==> config.mk <==
export PLATFORM = sky130hd
export DESIGN_NAME = clock_1hz_gen
export DESIGN_NICKNAME = d
export VERILOG_FILES = /design/src/rtl/clock_1hz_pkg.sv /design/src/rtl/clock_1hz_gen_mod_counter.sv /design/src/rtl/clock_1hz_gen.sv
export SDC_FILE = /design/constraint.sdc
export NUM_CORES = 1
export LEC_CHECK = 0
export BUFFER_PORTS_ARGS = -buffer_cell sky130_fd_sc_hd__buf_2
export CAP_MARGIN = 5
export CELL_PAD_IN_SITES_DETAIL_PLACEMENT = 1
export CELL_PAD_IN_SITES_GLOBAL_PLACEMENT = 2
export CORE_UTILIZATION = 30
export DETAILED_ROUTE_END_ITERATION = 7
export PLACE_DENSITY = 0.6
export RECOVER_POWER = 100
export SLEW_MARGIN = 15
export SYNTH_ARGS = -nofsm -noshare
export SYNTH_HDL_FRONTEND = slang
export SYNTH_SLANG_ARGS = --single-unit
export TNS_END_PERCENT = 5
==> constraint.sdc <==
create_clock -name clk -period 1.9 [get_ports clk]
set_input_delay 0.095 -clock clk [delete_from_list [all_inputs] [get_ports clk]]
set_output_delay 0.095 -clock clk [all_outputs]
set_load 0.005 [all_outputs]
==> src/rtl/clock_1hz_pkg.sv <==
// -----------------------------------------------------------------------------
// clock_1hz_pkg
// Shared constants and elaboration helpers for the clock_1hz_gen divider.
//   SYS_CLK_FREQ_HZ     : default board clock frequency (100 MHz)
//   DEFAULT_OUT_FREQ_HZ : default divided output frequency (1 Hz)
//   half_count()        : clk cycles per output half-period (truncating)
//   cnt_width()         : bits needed to count 0 .. n-1, minimum 1
// -----------------------------------------------------------------------------
package clock_1hz_pkg;

    localparam int SYS_CLK_FREQ_HZ     = 100_000_000;
    localparam int DEFAULT_OUT_FREQ_HZ = 1;

    // Truncating division: an inexact ratio runs slightly fast rather than slow.
    function automatic int half_count(input int clk_hz, input int out_hz);
        return clk_hz / (2 * out_hz);
    endfunction

    // A divide-by-1 counter still needs one bit so the port is never zero-width.
    function automatic int cnt_width(input int n);
        return (n > 1) ? $clog2(n) : 1;
    endfunction

endpackage

==> src/rtl/clock_1hz_gen_mod_counter.sv <==
// -----------------------------------------------------------------------------
// mod_counter
// Free-running modulo-MOD counter: 0, 1, ..., MOD-1, 0, ...
// Ports:
//   clk   : rising-edge clock
//   rst_n : asynchronous active-low reset, clears cnt to 0
//   cnt   : current count, W bits
//   wrap  : combinational, high while cnt == MOD-1 (next edge returns to 0)
// -----------------------------------------------------------------------------
module mod_counter
    import clock_1hz_pkg::*;
#(
    parameter int MOD = 2,
    parameter int W   = 1
) (
    input  logic         clk,
    input  logic         rst_n,
    output logic [W-1:0] cnt,
    output logic         wrap
);

    localparam logic [W-1:0] LAST = W'(MOD - 1);

    // Explicit compare-and-clear so non-power-of-two moduli never overrun.
    assign wrap = (cnt == LAST);

    // NOTE: sequential state uses non-blocking assignments so every flop samples
    // pre-edge values; the async reset is in the sensitivity list so it acts
    // without waiting for a clock edge.
    always_ff @(posedge clk or negedge rst_n) begin
        if (!rst_n) begin
            cnt <= '0;
        end else if (wrap) begin
            cnt <= '0;
        end else begin
            cnt <= cnt + W'(1);
        end
    end

endmodule

==> src/rtl/clock_1hz_gen.sv <==
// -----------------------------------------------------------------------------
// clock_1hz_gen
// Divides the system clock down to a 50 % duty square wave. The output is a
// registered logic signal for slow timebase use, not a clock-tree net.
// Parameters:
//   CLK_FREQ_HZ : input clock frequency   (default 100_000_000)
//   OUT_FREQ_HZ : output frequency        (default 1)
// Ports:
//   clk   : system clock, rising edge
//   rst_n : asynchronous active-low reset
//   nclk  : divided square wave, registered; first rise on the HALF_CNT-th
//           clk edge after reset release
//   tick  : one-cycle strobe in the cycle nclk goes 0->1
//           (present only when CLOCK_1HZ_TICK_EN is defined)
// Build option:
//   CLOCK_1HZ_TICK_EN : adds the tick port and its flop
// -----------------------------------------------------------------------------
module clock_1hz_gen
    import clock_1hz_pkg::*;
#(
    parameter int CLK_FREQ_HZ = SYS_CLK_FREQ_HZ,
    parameter int OUT_FREQ_HZ = DEFAULT_OUT_FREQ_HZ
) (
    input  logic clk,
    input  logic rst_n,
`ifdef CLOCK_1HZ_TICK_EN
    output logic tick,
`endif
    output logic nclk
);

    localparam int HALF_CNT = half_count(CLK_FREQ_HZ, OUT_FREQ_HZ);
    localparam int CNT_W    = cnt_width(HALF_CNT);

    generate
        if (2 * OUT_FREQ_HZ > CLK_FREQ_HZ) begin : g_bad_ratio
            $error("clock_1hz_gen: OUT_FREQ_HZ must be at most CLK_FREQ_HZ/2");
        end
    endgenerate

    logic [CNT_W-1:0] cnt;
    logic             wrap;

    mod_counter #(
        .MOD (HALF_CNT),
        .W   (CNT_W)
    ) u_cnt (
        .clk   (clk),
        .rst_n (rst_n),
        .cnt   (cnt),
        .wrap  (wrap)
    );

    // The counter must stay within one half-period.
    always_comb begin : a_cnt_range
        assert (cnt <= CNT_W'(HALF_CNT - 1));
    end

    // One toggle per half-period gives exactly HALF_CNT cycles high, HALF_CNT low.
    always_ff @(posedge clk or negedge rst_n) begin
        if (!rst_n) begin
            nclk <= 1'b0;
        end else if (wrap) begin
            nclk <= ~nclk;
        end
    end

`ifdef CLOCK_1HZ_TICK_EN
    // wrap while nclk is low is exactly the edge where nclk rises, so tick
    // lands in the same cycle nclk first reads 1.
    always_ff @(posedge clk or negedge rst_n) begin
        if (!rst_n) begin
            tick <= 1'b0;
        end else begin
            tick <= wrap & ~nclk;
        end
    end
`endif

endmodule

# Word level (Yosys, flattened, before mapping)
# Cells that the tools add are included.
# totals
out_inout_bits,1
elab_cells,6
input_bits,2
ff_bits,27
# op_classes
mux,1
addsub,1
bitwise,1
n_eq_ne,1
# op_table
operator,n
$add A26 B1 Y26 const B,1
$eq A26 B26 Y1 const B,1
$mux W26,1
$not A1 Y1,1

# Longest topological paths before layout
# depth
word_depth,2
ltp_mapped,7
depth_no_buf,5

# Cells and area by module
# From an unflattened synthesis, not the netlist that was laid out.
# hier_totals
cells_unflattened,136
area_unflattened_um2,1371.3
# modules_own_cells
module,cells_each,instances,area_each_um2,seq_area_each_um2
mod_counter,134,1,1337.5,650.6
clock_1hz_gen,2,1,33.8,25.0

# Worst setup path after synthesis
# OpenSTA, ideal clock, no wires.
# synth_timing
path_type,register to register
from,reg u_cnt.cnt[0]
to,reg u_cnt.cnt[23]
synth_period_minus_slack_ns,1.743
required_time_ns,1.770
setup_time_ns,0.130
slack_ns,0.157
n_path_buf,2
t_arrival_ns,1.613
stages_incl_launch_ff,8
path_cell_list,dfrtp_1 ha_1 and3_1 buf_2 nand2_1 nor4_4 buf_4 a21oi_1
# synth_via
elab_chain_len,2
elab_cells_between_ends,3
cone_classes,add/sub: 1; eq/ne: 1; mux: 1
# synth_lines
item,line,text
from (decl),clock_1hz_gen_mod_counter.sv:18,"output logic [W-1:0] cnt,"
from (signal assigned),clock_1hz_gen_mod_counter.sv:36,cnt <= cnt + W'(1);
$add A26 B1 Y26 or $eq A26 B26 Y1 (tied branches),"clock_1hz_gen_mod_counter.sv:36, clock_1hz_gen_mod_counter.sv:25",
$mux W26 (*),clock_1hz_gen_mod_counter.sv:33,end else if (wrap) begin
# Every way passes the cells marked *; elsewhere a longest branch is shown, timed or not.
# A chain may end at the register's enable or synchronous reset.

# Final worst setup path
# layout_timing
from,reg u_cnt.cnt[0]
to,reg u_cnt.cnt[20]
# Same word-level chain as after synthesis.

==> impl_metrics.env <==
export IMPL_first_global_vias=1078
export IMPL_yosysSeqAreaShare_pct=50.8
export IMPL_numCtsBuffers=3
export IMPL_period_share_pct=90.5
export IMPL_design_die_area_sq_um=4700
export IMPL_final_core_util_pct=36.2
export IMPL_fin_nets=143
export IMPL_numClockSinks=27
export IMPL_power_frac_seq_pct=62.2
export IMPL_die_y_um=68.6
export IMPL_ys_warn_count=0
export IMPL_drc=0
export IMPL_core_area_sq_um=4120
export IMPL_clockBufferDepth=2
export IMPL_hold_class="in -> async"
export IMPL_io_pins=3
export IMPL_slew_violations=0
export IMPL_synth_top_area_cell="dfrtp_1"
export IMPL_syn_cell_area_sq_um=1330
export IMPL_clock_skew_final_ps=2.63
export IMPL_numPortBuffers=2
export IMPL_crit_type="reg -> reg"
export IMPL_ys_ff_latch=27
export IMPL_switching_share_pct=21.3
export IMPL_ant_nets=0
export IMPL_slew_headroom_pct=53.7
export IMPL_root_buffer="clkbuf_8"
export IMPL_setup_ws_ps=181
export IMPL_critPathSlowestCell="dfrtp_1"
export IMPL_grt_ovfl_total=0
export IMPL_path_clk_slew_ps=90
export IMPL_h_tree_depth=1
export IMPL_grt_usage_pct=15.4
export IMPL_cpPeakStageDelay_ps=400
export IMPL_crit_fanout=9
export IMPL_final_cell_mix="dfrtp_1, nand3_1, xor2_1, nor2_1, a21oi_1"
export IMPL_final_common_cell="dfrtp_1"
export IMPL_cp_end_kind="flip-flop"
export IMPL_maxCapViolCount=0
export IMPL_start_util_pct=32.3
export IMPL_rsz0062_at_grt="no"
export IMPL_yosys_top_cells_area="dfrtp_1, xor2_1, xnor2_1, nand3_1, a21oi_1"
export IMPL_vdd_ir_drop_max_uv=188
export IMPL_ys_flop_type="dfrtp_1"
export IMPL_hold_viol_final=0
export IMPL_p_leak_nw=0.651
export IMPL_period_needed_ps=1720
export IMPL_synth_fp_nets=130
export IMPL_cts_tree="yes"
export IMPL_startpoint_type="flip-flop"
export IMPL_num_antenna_cells=0
export IMPL_grt_start_max_net_pins=28
export IMPL_arrival_ps=1930
export IMPL_fmax_ghz=0.582
export IMPL_post_place_ws_ps=192
export IMPL_p_clk_share_pct=36.3
export IMPL_antenna_found_initial=0
export IMPL_place_congestion=0.708
export IMPL_vias=989
export IMPL_drt_pre_antenna_iters=4
export IMPL_outcome="completed"
export IMPL_synthArstFlopShare_pct=100
export IMPL_drive_above_1_share_pct=12.9
export IMPL_combinationalPowerShare_pct=1.5
export IMPL_final_setup_viol_count=0
export IMPL_cp_required_ps=2110
export IMPL_synth_cell_types=33
export IMPL_p_per_area_nw_per_um2=620
export IMPL_final_setup_tns_ps=0
export IMPL_routed_via_density=5.23
export IMPL_n_fill_cell=475
export IMPL_worst_slew_pin_slew_ps=695
export IMPL_syn_area_per_cell_sq_um=10.5
export IMPL_place_hpwl_mm=2.15
export IMPL_rows=23
export IMPL_p_sw_mw=0.196
export IMPL_wirelength_mm=2.91
export IMPL_crit_chain="ha_1 > and3_1 > nand4_4 > buf_4 > or3_1 > a21oi_1"
export IMPL_die_x_um=68.6
export IMPL_cts_repair_resized=0
export IMPL_syn_to_final_growth_pct=11.9
export IMPL_synth_edff_count=0
export IMPL_cellInternalPower_mw=0.727
export IMPL_syn_inst=127
export IMPL_drt_iter0_drc=43
export IMPL_clock_latency_ps=280
export IMPL_grt_pass1_wl_mm=5.22
export IMPL_netlist_area_leader_share_pct=50.8
export IMPL_wire_per_inst_um=15.4
-- cell usage after synthesis (2+ instances only) --
master / count
buf_2: 3
o21ai_0: 6
a21oi_1: 9
nand3_1: 10
buf_4: 2
or3_1: 6
xnor2_1: 6
xor2_1: 9
nor2_1: 9
nand4_1: 5
nand2_1: 7
o31ai_1: 3
and4_1: 2
and3_1: 3
dfrtp_1: 27
or4_1: 2
inv_1: 2
-- through the flow --
step	cell area (sq um)	hold WS [ps]	power (mW)	cells
6_report	1490	384	0.923	189
5_1_grt	1490	451	0.967	189
4_1_cts	1510	385	0.943	189
3_5_place_dp	1450	153	0.599	184
3_3_place_gp	1450	150	0.598	184
2_1_floorplan	1330	-201	0.586	127
-- worst max-delay path, delay by kind of cell (launching register included) --
family	cells	cell delay, ps
AOI/OAI and AO/OA	1	140
adders and majority gates	1	190
buffers and inverters	1	190
DFF	1	400
and+or+nand+nor	3	730
-- power groups by stage --
stage | logic (mW) | registers (mW) | clock network (mW)
after floorplan | 0.000000239 | 0.586 | 0
after global placement | 0.0129 | 0.586 | 0
after detailed placement | 0.0131 | 0.586 | 0
after CTS | 0.0146 | 0.574 | 0.355
after global routing | 0.0163 | 0.574 | 0.377
final | 0.0134 | 0.574 | 0.335
-- metal layers --
| layer | wire length (um) | global-route usage, % | vias to the layer above |
|---|---|---|---|
| li1 | - | - | 480 |
| met1 | 1460 | 19.9 | 494 |
| met2 | 1360 | 26.0 | 10 |
| met3 | 55 | 2.47 | 5 |
| met4 | 38 | 5.47 | 0 |
| met5 | 0 | 0 | - |
-- path summary, 6_finish.rpt --
check / startpoint / end / slack (ps) / cells past startpoint
setup / recovery: u_cnt.cnt[0] / u_cnt.cnt[20] / 180 / 6
hold / removal: rst_n / u_cnt.cnt[9] / 380 / 2
setup reg to reg: u_cnt.cnt[0] / u_cnt.cnt[20] / 180 / 6
hold reg to reg: nclk / nclk / 470 / 1
max in group asynchronous: rst_n / u_cnt.cnt[25] / 1070 / 2
min in group clk: nclk / nclk / 470 / 1
-- flip-flops by register name (all words and copies together), names as in the netlist --
register / count
nclk: 1
u_cnt.cnt: 26
-- cell families (layout without fill, tap and decap cells) --
logic type | count (synthesis) | in the layout | share of synthesized area, %
xor gates and xnor gates | 15 | 15 | 9.88
adders and majority gates | 1 | 1 | 0.941
and+or+nand+nor | 56 | 56 | 26.6
buffers and inverters | 8 | 20 | 3.10
DFF | 27 | 27 | 50.8
AOI/OAI and AO/OA | 20 | 20 | 8.65
-- final cells by class --
type                    instances  area (sq um)  share of cell area, %
flip-flops and latches         27           676                   45.4
repair buffers                 14          87.6                   5.88
multi-input cells              92           611                   41.0
inverters                       2          7.51                  0.504
well taps                      50          62.6                   4.20
clock buffers                   4          45.0                   3.03
-- what timing repair did --
item | in CTS | in global routing
hold buffers | 1 | 0
hold endpoints to repair | 27 | 0
setup buffers | 0 | 0
Power figures use the tool's default switching activity.
